==> config.mk <==
export PLATFORM = sky130hd
export DESIGN_NAME = imm_rot_encoder
export DESIGN_NICKNAME = d
export VERILOG_FILES = /design/src/rtl/imm_rot_encoder.sv
export SDC_FILE = /design/constraint.sdc
export NUM_CORES = 1
export LEC_CHECK = 0
export ABC_AREA = 1
export CORE_UTILIZATION = 61
export DETAILED_ROUTE_END_ITERATION = 6
export GPL_ROUTABILITY_DRIVEN = 0
export PLACE_DENSITY = 0.95
export SETUP_SLACK_MARGIN = 0.02
export SKIP_CTS_REPAIR_TIMING = 1
export SYNTH_ARGS = -nofsm -noshare
export SYNTH_HDL_FRONTEND = slang
export SYNTH_SLANG_ARGS = --single-unit
==> constraint.sdc <==
create_clock -name clk -period 5.2 [get_ports clk]
set_input_delay 1.3 -clock clk [delete_from_list [all_inputs] [get_ports clk]]
set_output_delay 1.3 -clock clk [all_outputs]
set_load 0.005 [all_outputs]
==> src/rtl/imm_rot_encoder.sv <==
`default_nettype none
// ============================================================================
// Module   : imm_rot_encoder
// Function : Iteratively encodes a 32-bit constant as a rotated immediate
//            {rotate_imm[3:0], immed_8[7:0]}, one rotation per cycle.
//            Optional MVN second pass: define IMM_ROT_ENC_MVN_EN.
// Revision : 1.0 - initial release
// ============================================================================
module imm_rot_encoder (
    input  logic        clk,
    input  logic        rst,
    input  logic        start,
    input  logic [31:0] value_in,
    output logic        busy,
    output logic        done,
    output logic        valid,
    output logic [11:0] shift_operand,
    output logic        inverted
);

    // S_PRIME is the registered-input cycle between accepting start and the k=0 test
    typedef enum logic [1:0] {
        S_IDLE   = 2'd0,
        S_PRIME  = 2'd1,
        S_SEARCH = 2'd2,
        S_DONE   = 2'd3
    } state_t;

    state_t      r_state;
    state_t      w_state_nxt;
    logic [31:0] r_val;
    logic [3:0]  r_rot;
    logic        r_valid;
    logic [11:0] r_shift;
    logic [4:0]  w_sh;
    logic [31:0] w_cand;
    logic        w_hit;
    logic        w_last;

    // Shift by 32 yields zero, so k=0 needs no special case
    assign w_sh   = {r_rot, 1'b0};
    assign w_cand = (r_val << w_sh) | (r_val >> (6'd32 - {1'b0, w_sh}));
    assign w_hit  = (w_cand[31:8] == 24'd0);
    assign w_last = (r_rot == 4'd15);

`ifdef IMM_ROT_ENC_MVN_EN
    logic r_pass;
    logic r_inv;
    assign inverted = r_inv;
`else
    assign inverted = 1'b0;
`endif

    assign busy          = (r_state != S_IDLE);
    assign done          = (r_state == S_DONE);
    assign valid         = r_valid;
    assign shift_operand = r_shift;

    always_ff @(posedge clk or posedge rst) begin
        if (rst) begin
            r_state <= S_IDLE;
        end else begin
            r_state <= w_state_nxt;
        end
    end

    always_comb begin
        w_state_nxt = r_state;
        case (r_state)
            S_IDLE:   if (start) w_state_nxt = S_PRIME;
            S_PRIME:  w_state_nxt = S_SEARCH;
            S_SEARCH: begin
                if (w_hit) begin
                    w_state_nxt = S_DONE;
                end else if (w_last) begin
`ifdef IMM_ROT_ENC_MVN_EN
                    w_state_nxt = r_pass ? S_DONE : S_SEARCH;
`else
                    w_state_nxt = S_DONE;
`endif
                end
            end
            S_DONE:   w_state_nxt = S_IDLE;
            default:  w_state_nxt = S_IDLE;
        endcase
    end

    always_ff @(posedge clk or posedge rst) begin
        if (rst) begin
            r_val   <= 32'd0;
            r_rot   <= 4'd0;
            r_valid <= 1'b0;
            r_shift <= 12'd0;
`ifdef IMM_ROT_ENC_MVN_EN
            r_pass  <= 1'b0;
            r_inv   <= 1'b0;
`endif
        end else begin
            if (r_state == S_IDLE && start) begin
                r_val  <= value_in;
                r_rot  <= 4'd0;
`ifdef IMM_ROT_ENC_MVN_EN
                r_pass <= 1'b0;
`endif
            end else if (r_state == S_SEARCH) begin
                if (w_hit) begin
                    r_valid <= 1'b1;
                    r_shift <= {r_rot, w_cand[7:0]};
`ifdef IMM_ROT_ENC_MVN_EN
                    r_inv   <= r_pass;
`endif
                end else if (!w_last) begin
                    r_rot <= r_rot + 4'd1;
                end else begin
`ifdef IMM_ROT_ENC_MVN_EN
                    if (!r_pass) begin
                        r_pass <= 1'b1;
                        r_val  <= ~r_val;
                        r_rot  <= 4'd0;
                    end else begin
                        r_valid <= 1'b0;
                        r_shift <= 12'd0;
                        r_inv   <= 1'b0;
                    end
`else
                    r_valid <= 1'b0;
                    r_shift <= 12'd0;
`endif
                end
            end
        end
    end

endmodule
`default_nettype wire

==> impl_metrics.json <==
{
  "hold_class": "flop to flop",
  "switchingPower_uw": 1966,
  "r2r_end": "r_rot[2]",
  "path_clk_slew_ns": 0.10,
  "worst-path-buf-inv": 3,
  "portBuffers": 49,
  "end_kind": "flop",
  "sw_frac_of_total_pct": 57.97,
  "htreeDepth": 2,
  "initial_utilization_pct": 63.35,
  "coreArea_um2": 6350,
  "die_x_um": 83.21,
  "fmax_ghz": 0.2739,
  "startpoint_type": "flop",
  "slew_headroom_pct": 30.66,
  "pwr-share-clk_pct": 7.4,
  "p_int_uw": 1426,
  "min_to": "shift_operand[4]",
  "reg2regPathDepth": 18,
  "initialDrtViolationCount": 839,
  "setup_tns_ns": 0,
  "slew_viol_final": 0,
  "fin_crit_sh_pct": 70.20,
  "clock_latency_ns": 0.31,
  "clock_skew_ns": 0.009644,
  "avgSynthCellArea_um2": 6.040,
  "crit_top_cell": "nand2_1",
  "cts_inserted_buffers": 5,
  "worstHoldPathCells": 2,
  "dp.cells": 764,
  "p_leak_uw": 0.002330,
  "grt_pass1_vias": 4229,
  "crit_type": "flop to flop",
  "cp_cell_sequence": "buf_4, inv_2, ha_1, inv_1, nand3_1, nand2_1, nand2_1, nand2_1, nand2_1, nor2_1, nand3_1, nand2_1, nand3_1, nor2_2, nand2_1, nand2_1, nand2_1, o21ai_0",
  "max_stage_delay_ns": 0.65,
  "io_pins": 51,
  "status": "finished clean",
  "antenna_found_initial": 0,
  "hp-start": "shift_operand[4]",
  "synthDistinctLibCells": 35,
  "die_area_um2": 6923,
  "powerDensity_nw_per_um2": 743.1,
  "seqPwrFrac_pct": 20.6,
  "cts-root-buf": "clkbuf_8",
  "dr.pass1.iters": 6,
  "async_reset_ff_share_pct": 100.0,
  "grt_util_all_layers_pct": 34.54,
  "cts_tree": "done",
  "yosys_warnings": 0,
  "fin_cells": 772,
  "avgViaCountPerCell": 6.102,
  "comb_power_share_pct": 71.9,
  "synth_nets": 707,
  "min_period_ns": 3.650,
  "hpwl_um": 8377,
  "cap_viol_max_count": 0,
  "syn_area_um2": 4023,
  "rrSetupSlack_ns": 1.55,
  "timing.rr.start": "r_rot[0]",
  "netlist_instances": 666,
  "vias": 4711,
  "area_growth_pct": 13.47,
  "peakVddDrop_mv": 0.4988,
  "final_nets": 735,
  "critical_path_depth": 18,
  "slowest_stage": "inv_1",
  "num_rows": 29,
  "die_h_um": 83.21,
  "required_ns": 5.43,
  "postRouteAntennaNets": 0,
  "crit_path_max_fanout": 40,
  "seq_area_frac_synth_pct": 31.73,
  "overflow": 0,
  "cp.arrival_ns": 3.88,
  "clk_path_buf_depth": 2,
  "antenna-diode-count": 0,
  "grt_max_degree": 52,
  "grt_pass1_wl_um": 19680,
  "drive_above_1_share_pct": 3.741,
  "hold_viol_final": 0,
  "ys_seq_elements": 51,
  "totalWireLength_um": 11630,
  "drt-wirelength-per-cell_um": 15.06,
  "worst_pin_slew_ns": 1.039,
  "fin_util_pct": 71.88,
  "post-route-drc-count": 0,
  "cp_top_family": "simple AND/OR/NAND/NOR gates",
  "synth_flop_cell": "dfrtp_1",
  "rsz0062_at_grt": "false",
  "synth_edf_count": 0,
  "finalSetupViolCount": 0,
  "cts.sinks": 51
}
[placed cells by master, fill, tap and decap left out, types with 2 or more instances in the layout]
cell,n
nand3_1,99
o21ai_0,21
nand4_1,6
clkinv_1,2
nor3_1,2
a211oi_1,4
nor2_1,36
a21oi_1,14
inv_1,14
buf_4,7
dfrtp_1,51
o21ai_1,28
clkdlybuf4s50_1,49
a32o_1,3
ha_1,6
and2_1,2
nand2_2,2
nand2_1,323
inv_2,4
or2_2,2
clkbuf_8,6
[tightest hold or removal path, cell delays in order (launching register included)]
cell and delay [ns]:
dfrtp_1 0.36, nand2_1 0.05, o21ai_1 0.06
[cells in the mapped netlist (2+ instances only)]
cell type	number	share of area (%)
a211oi_1	4	0.75
a21oi_1	14	1.7
a32o_1	3	0.75
and2_1	2	0.31
buf_1	2	0.19
buf_2	13	1.6
buf_4	5	0.93
buf_6	4	1.1
clkbuf_1	11	1.0
clkinv_1	2	0.19
dfrtp_1	51	32
ha_1	6	1.9
inv_1	15	1.4
inv_2	3	0.28
nand2_1	323	30
nand2_2	2	0.31
nand3_1	99	12
nand4_1	6	0.93
nor2_1	36	3.4
nor3_1	2	0.25
o21ai_0	21	2.6
o21ai_1	28	3.5
or2_2	2	0.31
[how the worst max path moves through the flow]
| stage | from | end | slack [ns] |
|---|---|---|---|
| global placement | r_rot[0] | r_rot[2] | 1.88 |
| detailed placement | r_rot[0] | r_rot[2] | 1.69 |
| floorplan | r_rot[1] | valid | 2.64 |
| global route | r_rot[0] | r_rot[2] | 1.20 |
| finish | r_rot[0] | r_rot[2] | 1.55 |
| CTS | r_rot[0] | r_rot[2] | 1.66 |
[cells by family after synthesis]
family,share of synthesized area [%]
other,0.09322
AOI/OAI and AO/OA,10.51
buffers and inverters,6.750
xor gates and xnor gates,0.6222
and+or+nand+nor,48.43
adders and majority gates,1.866
DFF,31.73
[metrics by stage]
| stage | area (µm²) | setup slack, ns | total power, µW | hold WS, ns |
|---|---|---|---|---|
| floorplan | 4023 | 2.635 | 2516 | 0.4693 |
| global placement | 4466 | 1.878 | 2943 | 0.4723 |
| detailed placement | 4466 | 1.692 | 3006 | 0.4827 |
| CTS | 4564 | 1.664 | 3280 | 0.5082 |
| global route | 4564 | 1.198 | 3687 | 0.5257 |
| finish | 4564 | 1.550 | 3392 | 0.5032 |
[state kept, by name (all words and copies together), names as in the netlist]
register       flops
r_val             32
r_rot              4
r_state            2
shift_operand     12
valid              1
[routing by layer]
layer | track usage [%] | wire length [µm]
met5 | 0 | 0
met4 | 12.07 | 429
met1 | 46.38 | 4562
met3 | 7.555 | 1407
met2 | 55.07 | 5228
[layout make-up]
| type | instances | area (µm²) |
|---|---|---|
| clock buffers | 6 | 82.58 |
| clock inverters | 2 | 16.27 |
| fillers | 522 | 1785 |
| inverters | 20 | 75.07 |
| multi-input cells | 560 | 2475 |
| flip-flops and latches | 51 | 1276 |
| well taps | 77 | 96.34 |
| repair buffers | 56 | 543.0 |
[power groups by stage]
stage	logic, µW	registers [µW]	clock network [µW]
finish	2440	699	252
floorplan	1890	630	0
CTS	2340	684	253
detailed placement	2320	690	0
global route	2710	708	266
global placement	2260	684	0
No activity file was read; power rests on OpenSTA's default activity.
==> RTL change 1 (same flow settings) <==
Build with the macro `IMM_ROT_ENC_MVN_EN` defined.
--- a/src/rtl/imm_rot_encoder.sv
+++ b/src/rtl/imm_rot_encoder.sv
@@ -8,2 +8,4 @@
 // ============================================================================
+`define IMM_ROT_ENC_MVN_EN
+
 module imm_rot_encoder (
Check against the original RTL: no difference found for any inputs over 10 cycles, from zero or initial values and one cycle with rst high; that may be too few to reach the edited logic, so the function may still have changed.
==> RTL change 1 against the unedited design <==
Sequential cell count rose by 2. Global-route usage decreased by 1.7 points. Setup slack worse by 610 ps. Total power up 8.5%. Routed wire length rose by 0.68%. Sequential share of layout area is 2.0 points lower. Count of clock-buffer cells in the layout is 1 lower. Clock power is 9.1% higher. Cell area rose by 12%. Synthesized area increased by 13%. Largest cell class unchanged.
==> RTL change 1: results (changes against the unedited design) <==
Setup path
  • Critical-path maximum fanout: 64 (+60%)
  • Worst reg2reg setup slack: 940 ps (-610 ps)
  • Critical path's largest stage delay: 760 ps (+110 ps)
  • CP max-delay cell: nand3_2
  • Reg2reg end: r_val[27]
  • CP arrival: 4460 ps (+580 ps)
  • Worst R2R Path Depth: 14 (-4)
  • Reg2Reg Launch Point: r_rot[1]

Clocking
  • Clock Path Buffers: 2 (unchanged)
  • Clock Latency Late Sink: 310 ps (about the same)
  • Root buf cell: clkbuf_8
  • CTS buffer count: 5 (unchanged)
  • H-Tree Depth: 2 (unchanged)
  • Clk pin slew, worst setup/hold paths: roughly 90 ps

Yosys
  • Most common library cells after synthesis: nand2_1 (324), nand3_1 (109), dfrtp_1 (53)
  • Top post-synthesis cells by area: dfrtp_1 (29%), nand2_1 (27%), nand3_1 (12%), o21ai_0 (5.7%), o21a_1 (5.3%)
  • Seq/Total Area, Yosys: 0.291 (-0.0264)
  • Syn Area/Cell: 6.04 µm² (about the same)
  • Syn Nets: 796 (+13%)
  • Ys async rst share: 1.00 (unchanged)
  • Library cells used by synthesis: 37 (+5.7%)

Pwr
  • Leakage: 2.59 nW (+11%)
  • Max VDD drop: 0.000413 V (-17%)

Layout
  • Fillers: 645 (+24%)
  • Biggest register: r_val
  • Nets: 815 (+11%)
  • Max FFs per register: 32 (unchanged)
  • Share of layout cells above drive strength 1: 0.0375 (+0.0000576)

Drt
  • WL per Instance: 13.4 µm (-11%)
  • Met2 wire length: 5.52 mm (+5.6%)
  • Top Layer Used: met4
  • Drt first pass iters: 6 (unchanged)
  • M1 WL: 4.91 mm (+7.7%)
  • Initial drt markers: 536 (-36%)
  • Routed vias: 5106 (+8.4%)
  • Met3 wire length: 982 µm (-30%)
  • Vias per cell: 5.85 (-4.2%)

Global routing
  • Tot GR Track Use: 0.329 (-0.0168)
  • Vias in the first global route: 4817 (+14%)
  • Met2 usage: 0.548 (-0.00312)
  • First-pass GRT wire length: 20.7 mm (+5.1%)
  • Met3 usage: 0.0476 (-0.0280)
  • Initial antenna violation count: 0 (unchanged)
  • Largest net degree at the start of global routing: 66 (+27%)
  • GR Util met1: 0.424 (-0.0393)

Hold path
  • WHS Endpoint: shift_operand[3]
  • Hold Crit Start: shift_operand[3]
  • Path type of the worst min-delay path: register to register
  • Worst Hold Depth: 2 (unchanged)

Placed design
  • DP HPWL: 8.38 mm (about the same)
  • Number of port buffers: 50 (+2.0%)
  • Placed Cells: 866 (+13%)

Timing
  • Final Skew: 9.89 ps (+0.250 ps)
  • Worst-margin pin slew: 1080 ps (+36.6 ps)
  • Hold Slack: 476 ps (-27.7 ps)

Status
  • Status: completed
## RTL change 1: cell type report
type,instances,area [µm²],share of cell area
Multi-Input combinational cell,626,2890,0.566
Clock inverter,2,35.0,0.00686
Tap cell,99,124,0.0242
Clock buffer,5,68.8,0.0135
Timing Repair Buffer,55,538,0.105
Sequential cell,53,1330,0.260
Inverter,33,124,0.0242
## RTL change 1: critical path, delay by kind of cell, from the launching register on
family                     cells  cell delay (ps)
DFF                            1              380
adders and majority gates      1              330
AOI/OAI and AO/OA              2              530
buffers and inverters          3             1210
and+or+nand+nor                8             1630
## RTL change 1: stage by stage
step	util	cell area, µm²	worst slack (ps)	total power [W]
6_report	0.704	5110	936	0.00368
2_1_floorplan	-	4560	2360	0.00280
5_1_grt	0.704	5110	397	0.00406
3_5_place_dp	0.690	5000	994	0.00329
3_3_place_gp	0.690	5000	1260	0.00321
4_1_cts	0.704	5110	968	0.00359
## RTL change 1: cells by family (layout without fill, tap and decap cells)
family          Yosys count  count (layout)  synth area share
fa+ha+maj                 6               6            0.0165
flops                    53              53             0.291
xor+xnor                  2               2           0.00384
simple gates            501             501             0.456
compound gates          117             117             0.158
buf+inv                  76              95            0.0746
## RTL change 1: worst max-delay path by stage
stage / start / slack, ps / endpoint / cells after the start
3_3_place_gp: r_rot[1] / 1260 / r_val[12] / 14
4_1_cts: r_rot[1] / 970 / r_val[14] / 14
2_1_floorplan: r_rot[0] / 2360 / valid / 22
6_report: r_rot[1] / 940 / r_val[27] / 14
5_1_grt: r_rot[1] / 400 / r_val[27] / 16
3_5_place_dp: r_rot[1] / 990 / r_val[14] / 14
## RTL change 1: power by group
part / switching [W] / internal (W)
Sequential: 0.000186 / 0.000560
Combinational: 0.00175 / 0.000904
Clock: 0.000134 / 0.000140
Total: 0.00207 / 0.00160
==> RTL change 2 (config.mk and constraints unchanged) <==
Made on the original files. Register the input `value_in` before use, cleared by the reset. The logic sees it one clock later. The other inputs are not delayed to match.
--- a/src/rtl/imm_rot_encoder.sv
+++ b/src/rtl/imm_rot_encoder.sv
@@ -27,2 +27,12 @@
     } state_t;
+
+    logic [31:0] value_q;
+
+    always_ff @(posedge clk or posedge rst) begin
+        if (rst) begin
+            value_q <= '0;
+        end else begin
+            value_q <= value_in;
+        end
+    end
 
@@ -99,3 +109,3 @@
             if (r_state == S_IDLE && start) begin
-                r_val  <= value_in;
+                r_val  <= value_q;
                 r_rot  <= 4'd0;
Check against the original RTL: not equivalent (Yosys sat finds a counterexample within 4 cycles, from zero or initial values and one cycle with rst high).
==> RTL change 2 against the unedited design <==
The flow now finishes with violations (DRC). Clock skew increased by 7.2 ps. Sequential share of layout area grew 6.6 points. Routed wire length increased by 18%. Hold slack worse by 31 ps. Total power is 33% higher. Synthesized area is 32% higher. Sequential cell count rose by 32. Maximum frequency is 4.3% lower. Cell area rose by 32%. Global-route usage is 1.2 points lower. Utilization is 0.11 points higher. Critical path depth down 1. Setup slack got worse by 160 ps. Critical path type unchanged.
==> RTL change 2: results (changes against the unedited design) <==
Yosys
  • Synth Area in Adders: 0.0141 (-0.00454)
  • Syn Nets: 765 (+8.2%)
  • Synth Area in Compound Gates: 0.0518 (-0.0534)
  • Seq/Total Area, Yosys: 0.391 (+0.0733)
  • Library cells used by synthesis: 34 (-2.9%)
  • Top post-synthesis cells by area: dfrtp_1 (39%), nand3_1 (18%), nand2_1 (15%), mux2_2 (6.4%), nor2_1 (3.4%)
  • Mux contribution to synthesized area: 0.0635 (+0.0635)

Drt
  • Drt first pass iters: 7 (+1)
  • Vias per cell: 6.42 (+5.2%)
  • Residual DRC: 3 (+3)
  • Routed vias: 5514 (+17%)
  • Total Wirelength: 13.8 mm (+18%)
  • M1 WL: 5.22 mm (+14%)
  • Met3 wire length: 1.57 mm (+12%)
  • Met2 wire length: 6.26 mm (+20%)

Clocking
  • CTS buffer count: 9 (+4)
  • Clock Latency Late Sink: 380 ps (+70 ps)

Placed design
  • DP HPWL: 9.68 mm (+16%)
  • Placed instance area: 5760 µm² (+29%)

Global routing
  • Met3 usage: 0.0718 (-0.00378)
  • Tot GR Track Use: 0.333 (-0.0123)
  • GR Util met1: 0.427 (-0.0366)
  • First-pass GRT wire length: 23.1 mm (+17%)
  • Vias in the first global route: 5042 (+19%)

Timing
  • Worst-margin pin slew: 974 ps (-65.1 ps)
  • Final Skew: 16.9 ps (+7.23 ps)

Layout
  • Nets: 790 (+7.5%)

Pwr
  • Max VDD drop: 0.000452 V (-9.3%)
  • Sequential group power: 0.000982 W (+40%)

Setup path
  • Critical path's largest stage delay: 630 ps (-20 ps)
  • Critical-path maximum fanout: 35 (-13%)

Status
  • Failing checks: DRC
  • Status: complete, but fails checks
## RTL change 2: cell types whose count changed after synthesis, moves of 13 or more
| cell | before | now |
|---|---|---|
| dfrtp_1 | 51 | 83 |
| nand3_1 | 99 | 192 |
| nand2_1 | 323 | 208 |
| mux2_2 | 0 | 30 |
| nand2_2 | 2 | 15 |
| o21ai_1 | 28 | 3 |
## RTL change 2: worst paths after layout
path | slack, ps | startpoint | end | depth (start not counted)
max | 1390 | r_rot[1] | valid | 17
min | 470 | value_q[28] | r_val[28] | 1
max reg2reg | 1390 | r_rot[1] | valid | 17
min reg2reg | 470 | value_q[28] | r_val[28] | 1
max in group asynchronous | 2920 | rst | value_q[22] | 3
min in group asynchronous | 1380 | rst | value_q[3] | 2
## RTL change 2: final cells by class
type                       count  area [µm²]  area share
inverter                      21        85.1      0.0142
timing repair buffer          57         551      0.0917
clock inverter                 6         114      0.0190
clock buffer                  10         128      0.0213
multi-input combinational    577        2920       0.486
sequential                    83        2080       0.346
tap                          105         131      0.0219
